==> config.mk <==
export PLATFORM = sky130hd
export DESIGN_NAME = mem_ack_responder
export DESIGN_NICKNAME = d
export VERILOG_FILES = /design/src/rtl/mem_ack_responder.sv
export SDC_FILE = /design/constraint.sdc
export NUM_CORES = 2
export LEC_CHECK = 0
export CAP_MARGIN = 15
export CORE_AREA = 2 2 541 543
export CTS_CLUSTER_SIZE = 12
export DETAILED_ROUTE_END_ITERATION = 12
export DIE_AREA = 0 0 543 545
export GPL_ROUTABILITY_DRIVEN = 0
export PLACE_DENSITY = 0.79
export RECOVER_POWER = 100
export SYNTH_ARGS = -nofsm -noshare
export SYNTH_HDL_FRONTEND = slang
export SYNTH_SLANG_ARGS = --single-unit
==> constraint.sdc <==
create_clock -name clk -period 4.6 [get_ports clk]
set_clock_uncertainty 0.2 [all_clocks]
set_input_delay 0.92 -clock clk [delete_from_list [all_inputs] [get_ports clk]]
set_output_delay 0.92 -clock clk [all_outputs]
set_load 0.01 [all_outputs]
==> src/rtl/mem_ack_responder.sv <==
// -----------------------------------------------------------------------------
// mem_ack_responder
//
// Memory-side responder for the controller's fetch/store handshake. A level
// request (REQ) is sampled in IDLE together with WE/ADDR/WDATA. After
// WAIT_CYCLES wait states the access is performed on an internal RAM and a
// one-cycle ACK pulse is returned. That ACK is what moves the controller's
// status counter on from FF1.
//
// Handshake (REQ/ACK, the only interface protocol of this block):
//   - The controller raises REQ with WE/ADDR/WDATA valid and holds REQ high
//     until it has seen ACK.
//   - The responder captures WE/ADDR/WDATA on the first edge it sees REQ in
//     IDLE. Later changes to those inputs are ignored for that transaction.
//   - Dropping REQ at any edge during the wait states aborts the access. There
//     is no RAM write and no ACK, and RDATA is left unchanged.
//   - ACK is high for exactly one cycle. A write has been committed, or RDATA
//     holds the read word, from that cycle onward.
//   - REQ is ignored for one RECOVER cycle after ACK and is resampled only in
//     IDLE. A held REQ therefore starts a new access WAIT_CYCLES+4 cycles
//     after the previous one.
//
// Parameters
//   DATA_W      data word width
//   ADDR_W      address width, RAM depth = 2**ADDR_W words
//   WAIT_CYCLES extra wait states before ACK (0..15, checked at elaboration)
//   PROT_LIMIT  addresses below this are write-protected (MEM_PROTECT_EN only)
//
// Ports
//   clk        in   rising-edge clock
//   reset_n    in   asynchronous reset, active low. RAM contents survive it.
//   REQ        in   access request (level)
//   WE         in   1 = write, 0 = read. Sampled with REQ.
//   ADDR       in   word address. Sampled with REQ.
//   WDATA      in   write data. Sampled with REQ.
//   RDATA      out  read data, held until the next read ACK
//   ACK        out  one-cycle completion pulse
//   BUSY       out  high in WAIT, ACK and RECOVER
//   ERR        out  one-cycle pulse with ACK on a rejected write
//   dbg_state  out  current FSM state (0 IDLE, 1 WAIT, 2 ACK, 3 RECOVER)
//
// Build option
//   MEM_PROTECT_EN  When defined, writes with a captured address below
//                   PROT_LIMIT still complete with normal ACK timing. ERR is
//                   raised with ACK and the RAM is left untouched. Reads are
//                   never rejected. When undefined, ERR is constant 0 and all
//                   writes commit.
// -----------------------------------------------------------------------------
module mem_ack_responder #(
    parameter int DATA_W      = 16,
    parameter int ADDR_W      = 8,
    parameter int WAIT_CYCLES = 2,
    parameter int PROT_LIMIT  = 16
) (
    input  logic              clk,
    input  logic              reset_n,
    input  logic              REQ,
    input  logic              WE,
    input  logic [ADDR_W-1:0] ADDR,
    input  logic [DATA_W-1:0] WDATA,
    output logic [DATA_W-1:0] RDATA,
    output logic              ACK,
    output logic              BUSY,
    output logic              ERR,
    output logic [1:0]        dbg_state
);

    localparam int DEPTH = 1 << ADDR_W;

    // Elaboration-time parameter checks. The wait counter is 4 bits wide.
    if (WAIT_CYCLES < 0 || WAIT_CYCLES > 15) begin : g_bad_wait_cycles
        $error("mem_ack_responder: WAIT_CYCLES must be in 0..15");
    end

    if (PROT_LIMIT < 0) begin : g_bad_prot_limit
        $error("mem_ack_responder: PROT_LIMIT must be non-negative");
    end

    localparam logic [3:0] WAIT_LOAD = 4'(WAIT_CYCLES);

    typedef enum logic [1:0] {
        S_IDLE    = 2'd0,
        S_WAIT    = 2'd1,
        S_ACK     = 2'd2,
        S_RECOVER = 2'd3
    } state_t;

    state_t              state_q;
    state_t              state_d;
    logic [3:0]          cnt_q;
    logic [3:0]          cnt_d;

    // Request fields captured on entry to WAIT.
    logic                cap_we_q;
    logic [ADDR_W-1:0]   cap_addr_q;
    logic [DATA_W-1:0]   cap_wdata_q;

    logic                capture;     // IDLE edge that accepts a request
    logic                commit;      // WAIT edge that enters ACK
    logic                wr_blocked;  // captured write hits the protected range

    logic [DATA_W-1:0]   rdata_q;
    logic [DATA_W-1:0]   mem [DEPTH];

    // -------------------------------------------------------------------------
    // Write protection
    // -------------------------------------------------------------------------
`ifdef MEM_PROTECT_EN
    assign wr_blocked = cap_we_q && (32'(cap_addr_q) < PROT_LIMIT);
`else
    assign wr_blocked = 1'b0;
`endif

    // -------------------------------------------------------------------------
    // Next-state and output logic
    // -------------------------------------------------------------------------
    always_comb begin
        state_d = state_q;
        cnt_d   = cnt_q;
        capture = 1'b0;
        commit  = 1'b0;
        ACK     = 1'b0;
        BUSY    = 1'b0;
        ERR     = 1'b0;

        case (state_q)
            S_IDLE: begin
                if (REQ) begin
                    capture = 1'b1;
                    cnt_d   = WAIT_LOAD;
                    state_d = S_WAIT;
                end
            end

            S_WAIT: begin
                BUSY = 1'b1;
                // A dropped request wins over an expiring counter, so an
                // abort on the last wait edge still suppresses the access.
                if (!REQ) begin
                    cnt_d   = 4'd0;
                    state_d = S_IDLE;
                end else if (cnt_q == 4'd0) begin
                    commit  = 1'b1;
                    state_d = S_ACK;
                end else begin
                    cnt_d = cnt_q - 4'd1;
                end
            end

            S_ACK: begin
                BUSY    = 1'b1;
                ACK     = 1'b1;
                ERR     = wr_blocked;
                state_d = S_RECOVER;
            end

            S_RECOVER: begin
                // REQ is deliberately not looked at here. This gives the
                // controller one cycle to drop it after seeing ACK.
                BUSY    = 1'b1;
                state_d = S_IDLE;
            end

            default: begin
                state_d = S_IDLE;
            end
        endcase
    end

    // -------------------------------------------------------------------------
    // State, counter, captured request and read data
    // -------------------------------------------------------------------------
    always_ff @(posedge clk or negedge reset_n) begin
        if (!reset_n) begin
            state_q     <= S_IDLE;
            cnt_q       <= 4'd0;
            cap_we_q    <= 1'b0;
            cap_addr_q  <= '0;
            cap_wdata_q <= '0;
            rdata_q     <= '0;
        end else begin
            state_q <= state_d;
            cnt_q   <= cnt_d;
            if (capture) begin
                cap_we_q    <= WE;
                cap_addr_q  <= ADDR;
                cap_wdata_q <= WDATA;
            end
            // RDATA is loaded on the edge entering ACK and then held until
            // the next completed read, so aborted reads leave it untouched.
            if (commit && !cap_we_q) begin
                rdata_q <= mem[cap_addr_q];
            end
        end
    end

    // -------------------------------------------------------------------------
    // RAM array. It has no reset, so its contents survive reset_n. The commit
    // term comes from the reset state register, so a write that is pending
    // when reset arrives is never performed.
    // -------------------------------------------------------------------------
    always_ff @(posedge clk) begin
        if (commit && cap_we_q && !wr_blocked) begin
            mem[cap_addr_q] <= cap_wdata_q;
        end
    end

    assign RDATA     = rdata_q;
    assign dbg_state = state_q;

endmodule
==> impl_metrics.xml <==
<?xml version="1.0" encoding="UTF-8"?>
<metrics>
  <group name="setup_path">
    <metric name="criticalPathCategory" unit="">flop to flop</metric>
    <metric name="required" unit="ns">5.24</metric>
    <metric name="crit_path_max_fanout" unit="">20</metric>
    <metric name="timing.critical_path.slowest_stage_cell" unit="">sky130_fd_sc_hd__o22ai_1</metric>
    <metric name="startpoint_type" unit="">flop</metric>
    <metric name="crit_chain" unit="">buf_12 &gt; buf_4 &gt; mux4_2 &gt; o22ai_1 &gt; nor3_1 &gt; o22ai_1 &gt; nor3_1 &gt; o32a_1</metric>
    <metric name="critical-path-max-stage-delay" unit="ns">0.90</metric>
    <metric name="cp-end-kind" unit="">flop</metric>
    <metric name="arrival" unit="ns">5.40</metric>
  </group>
  <group name="finish">
    <metric name="layout-drive-gt1-share" unit="%">26.4</metric>
    <metric name="final_core_area_utilization" unit="%">61.7</metric>
    <metric name="final-instance-count-excl-fill" unit="">12000</metric>
    <metric name="finalNetCount" unit="">7909</metric>
    <metric name="area_growth" unit="%">12.6</metric>
    <metric name="fillerInstances" unit="">18500</metric>
  </group>
  <group name="die">
    <metric name="initial_core_util" unit="%">54.8</metric>
    <metric name="fp.dieW" unit="um">543</metric>
    <metric name="placement_rows" unit="">198</metric>
    <metric name="design.die.area" unit="sq um">296000</metric>
    <metric name="io-pin-count" unit="">49</metric>
    <metric name="fp.dieH" unit="um">545</metric>
    <metric name="coreArea" unit="sq um">290000</metric>
  </group>
  <group name="placed_design">
    <metric name="detailed_place_hpwl" unit="mm">278</metric>
    <metric name="port-buffer-count" unit="">47</metric>
    <metric name="setup_ws_pre_cts" unit="ns">0.228</metric>
    <metric name="place_inst" unit="">11400</metric>
  </group>
  <group name="clock_network">
    <metric name="h-tree-depth" unit="">5</metric>
    <metric name="clkSinkCount" unit="">4143</metric>
    <metric name="cts_inserted_buffers" unit="">410</metric>
    <metric name="post_cts.repair.setup_buffers" unit="">0</metric>
    <metric name="cts.reportedPaths.clkPinSlew" unit="ns">0.06</metric>
    <metric name="ctsRootBufferMaster" unit="">sky130_fd_sc_hd__clkbuf_16</metric>
    <metric name="clk-insertion-delay-late" unit="ns">0.97</metric>
    <metric name="clockBufferDepth" unit="">4</metric>
    <metric name="tritoncts" unit="">yes</metric>
    <metric name="cts.repair.resized" unit="">0</metric>
  </group>
  <group name="run_status">
    <metric name="run_status" unit="">finished with violations</metric>
    <metric name="violations" unit="">capacitance limit, slew limit, setup timing</metric>
  </group>
  <group name="timing">
    <metric name="layout_worst_path_cycle_share" unit="%">103</metric>
    <metric name="clock.fmax" unit="MHz">210</metric>
    <metric name="final.hold.worst_slack" unit="ns">0.298</metric>
    <metric name="worst_slew_pin_slew" unit="ns">3.77</metric>
    <metric name="timing.final.crit_period" unit="ns">4.75</metric>
    <metric name="layout_setup_ws" unit="ns">-0.153</metric>
    <metric name="timing.final.max_slew_violations" unit="">2242</metric>
    <metric name="timing.max_slew.rel_slack" unit="%">-152</metric>
    <metric name="final-hold-violation-count" unit="">0</metric>
    <metric name="finalSetupViolations" unit="">48</metric>
    <metric name="rsz_0062_raised_after_global_routing" unit="">no</metric>
  </group>
  <group name="power_and_ir_drop">
    <metric name="combinational_share_of_power" unit="%">31.2</metric>
    <metric name="power.static_leakage" unit="uW">0.0559</metric>
    <metric name="power_switching_share" unit="%">34.2</metric>
    <metric name="clkPwrFrac" unit="%">26.0</metric>
    <metric name="max-vdd-ir-drop" unit="mV">0.623</metric>
    <metric name="switching_power" unit="uW">40000</metric>
    <metric name="p_int" unit="uW">76900</metric>
    <metric name="power_frac_seq" unit="%">42.8</metric>
    <metric name="p_per_area" unit="nW/um^2">653</metric>
  </group>
  <group name="route">
    <metric name="vias" unit="">84900</metric>
    <metric name="detail_route.first_pass.iterations" unit="">9</metric>
    <metric name="post_drt_wl_per_cell" unit="um">38.8</metric>
    <metric name="remaining_drc_errors" unit="">0</metric>
    <metric name="post_drt_via_cell_ratio" unit="">7.06</metric>
    <metric name="antenna_left" unit="">0</metric>
    <metric name="detail_route.iter0.violations" unit="">15700</metric>
    <metric name="route.final.wire_length" unit="mm">466</metric>
  </group>
  <group name="global_route">
    <metric name="grt_pass1_vias" unit="">83600</metric>
    <metric name="largest_net_degree_at_the_start_of_global_routing" unit="">190</metric>
    <metric name="grt.overflow.total" unit="">0</metric>
    <metric name="antenna_found_initial" unit="">32</metric>
    <metric name="first_pass_grt_wire_length" unit="mm">648</metric>
    <metric name="grt_use_total" unit="%">31.5</metric>
  </group>
  <group name="synthesis">
    <metric name="fraction_of_the_yosys_area_taken_by_sequential_cells" unit="%">78.1</metric>
    <metric name="ys_seq_elements" unit="">4143</metric>
    <metric name="netlist_cell_types" unit="">65</metric>
    <metric name="dominantRegCellSynth" unit="">sky130_fd_sc_hd__edfxtp_1</metric>
    <metric name="synth.avg_cell_area" unit="sq um">22.3</metric>
    <metric name="mappedNetlistNets" unit="">7155</metric>
    <metric name="synthArstFlopShare" unit="%">1.13</metric>
    <metric name="postSynthCellCount" unit="">7126</metric>
    <metric name="syn-cell-area" unit="sq um">159000</metric>
    <metric name="synth_enable_flop_cells" unit="">4096</metric>
    <metric name="synth_warnings" unit="">0</metric>
  </group>
  <group name="flow_run">
    <metric name="cap_violations" unit="">28</metric>
  </group>
  <group name="min_path">
    <metric name="holdCritPathClass" unit="">flop to flop</metric>
  </group>
</metrics>
-- kinds of logic after synthesis --
family	Yosys count	share of synthesized area, %
muxes	1321	16.1
buffers and inverters	418	1.41
and+or+nand+nor	676	1.86
other	1	0.00236
DFF	4143	78.1
adders and majority gates	1	0.00787
AOI/OAI and AO/OA	566	2.50
-- metrics by stage --
stage          total power (uW)  setup TNS, ns  cell area [sq um]
6_report                 117000         -0.732             179000
3_5_place_dp              85200              0             169000
3_3_place_gp              84100              0             169000
5_1_grt                  119000              0             179000
4_1_cts                  115000              0             180000
2_1_floorplan             69800              0             159000
-- synth_stat cells, types with 6 or more instances --
master	number	area, sq um
sky130_fd_sc_hd__edfxtp_1	4096	123000
sky130_fd_sc_hd__mux4_2	981	22100
sky130_fd_sc_hd__nor2_1	315	1180
sky130_fd_sc_hd__mux2i_1	293	2930
sky130_fd_sc_hd__nand2_1	172	646
sky130_fd_sc_hd__buf_2	147	736
sky130_fd_sc_hd__a22oi_1	131	983
sky130_fd_sc_hd__clkbuf_1	125	469
sky130_fd_sc_hd__o22ai_1	91	569
sky130_fd_sc_hd__buf_4	87	653
sky130_fd_sc_hd__o21ai_0	69	345
sky130_fd_sc_hd__a21oi_1	63	315
sky130_fd_sc_hd__nand3_1	53	265
sky130_fd_sc_hd__dfrtp_1	47	1180
sky130_fd_sc_hd__mux2_2	47	529
sky130_fd_sc_hd__nor3_1	43	215
sky130_fd_sc_hd__a221oi_1	28	245
sky130_fd_sc_hd__a22o_1	26	228
sky130_fd_sc_hd__buf_1	25	93.8
sky130_fd_sc_hd__a31oi_1	24	150
sky130_fd_sc_hd__a32oi_1	23	201
sky130_fd_sc_hd__buf_6	22	248
sky130_fd_sc_hd__nor2b_1	21	131
sky130_fd_sc_hd__o221ai_1	20	175
sky130_fd_sc_hd__o22a_1	20	175
sky130_fd_sc_hd__a211oi_1	17	128
sky130_fd_sc_hd__nand4_1	12	75.1
sky130_fd_sc_hd__nor4_1	10	62.6
sky130_fd_sc_hd__inv_1	8	30.0
sky130_fd_sc_hd__o211ai_1	8	60.1
sky130_fd_sc_hd__nand2b_1	7	43.8
sky130_fd_sc_hd__o2111ai_1	7	61.3
sky130_fd_sc_hd__o32a_1	7	70.1
sky130_fd_sc_hd__or3_1	7	43.8
sky130_fd_sc_hd__a311oi_1	6	52.6
sky130_fd_sc_hd__and2_1	6	37.5
-- per-layer routing --
layer	track usage [%]	vias to the layer above	share of wire, %
li1	-	31600	-
met3	11.1	1753	16
met4	19.9	34	8.1
met1	39.6	43100	31
met5	0.519	-	0.11
met2	47.0	8325	45
-- path summary, 6_finish.rpt --
| check | cells past startpoint | slack (ns) | end | startpoint |
|---|---|---|---|---|
| setup / recovery | 8 | -0.15 | RDATA[7] | cap_addr_q[0] |
| hold / removal | 0 | 0.30 | mem[73][3] | cap_wdata_q[3] |
| setup reg to reg | 8 | -0.15 | RDATA[7] | cap_addr_q[0] |
| hold reg to reg | 0 | 0.30 | mem[73][3] | cap_wdata_q[3] |
| max in group asynchronous | 3 | 1.01 | cap_addr_q[1] | reset_n |
| min in group asynchronous | 2 | 0.94 | dbg_state[0] | reset_n |
-- sequential cells by signal, indices dropped and copies added (netlist names), named ones only --
name and count:
RDATA 16, cap_addr_q 8, cap_wdata_q 16, cap_we_q 1
cnt_q 4, dbg_state 1, mem 4096
-- final cells by class --
cell class,count,area (sq um),area share (%)
diodes,16,40.0,0.0224
clock buffers,553,11000,6.13
clock inverters,82,721,0.403
inverters,12,57.6,0.0322
multi-input cells,2565,32600,18.2
flip-flops and latches,4143,124000,69.4
well taps,3900,4880,2.73
repair buffers,748,5440,3.04
-- power groups by stage --
stage	clock network (uW)	logic (uW)	registers, uW
3_5_place_dp	0	34800	50400
2_1_floorplan	0	17400	52300
5_1_grt	31800	36700	50100
3_3_place_gp	0	33900	50300
6_report	30400	36400	50000
4_1_cts	30400	35300	49600
-- what timing repair did --
item | 4_1_cts | 5_1_grt
endpoints found under the setup margin | 0 | 0
hold endpoints to repair | 23 | 0
hold buffers | 1 | 0
-- critical path, delay by kind of cell (launching register included) --
family	cells	cell delay [ns]
flops	1	0.82
mux	1	0.77
buf+inv	2	0.61
simple gates	2	0.25
compound gates	3	1.95
-- cells in the final DEF (no fill, tap or decap), drive strengths merged, types with 8 or more instances in the layout --
cell type and count:
edfxtp 4096, mux4 981, clkbuf 933, buf 321
nor2 315, mux2i 293, nand2 172, a22oi 131
o22ai 91, o21ai 74, clkinv 73, a21oi 63
nand3 54, mux2 47, dfrtp 47, nor3 43
a221oi 28, a22o 26, clkdlybuf4s50 26, a31oi 24
a32oi 23, dlygate4sd3 21, nor2b 21, o221ai 20
o22a 20, a211oi 17, diode 16, inv 16
nand4 12, nor4 10, o211ai 8
No activity file was read; power rests on OpenSTA's default activity.
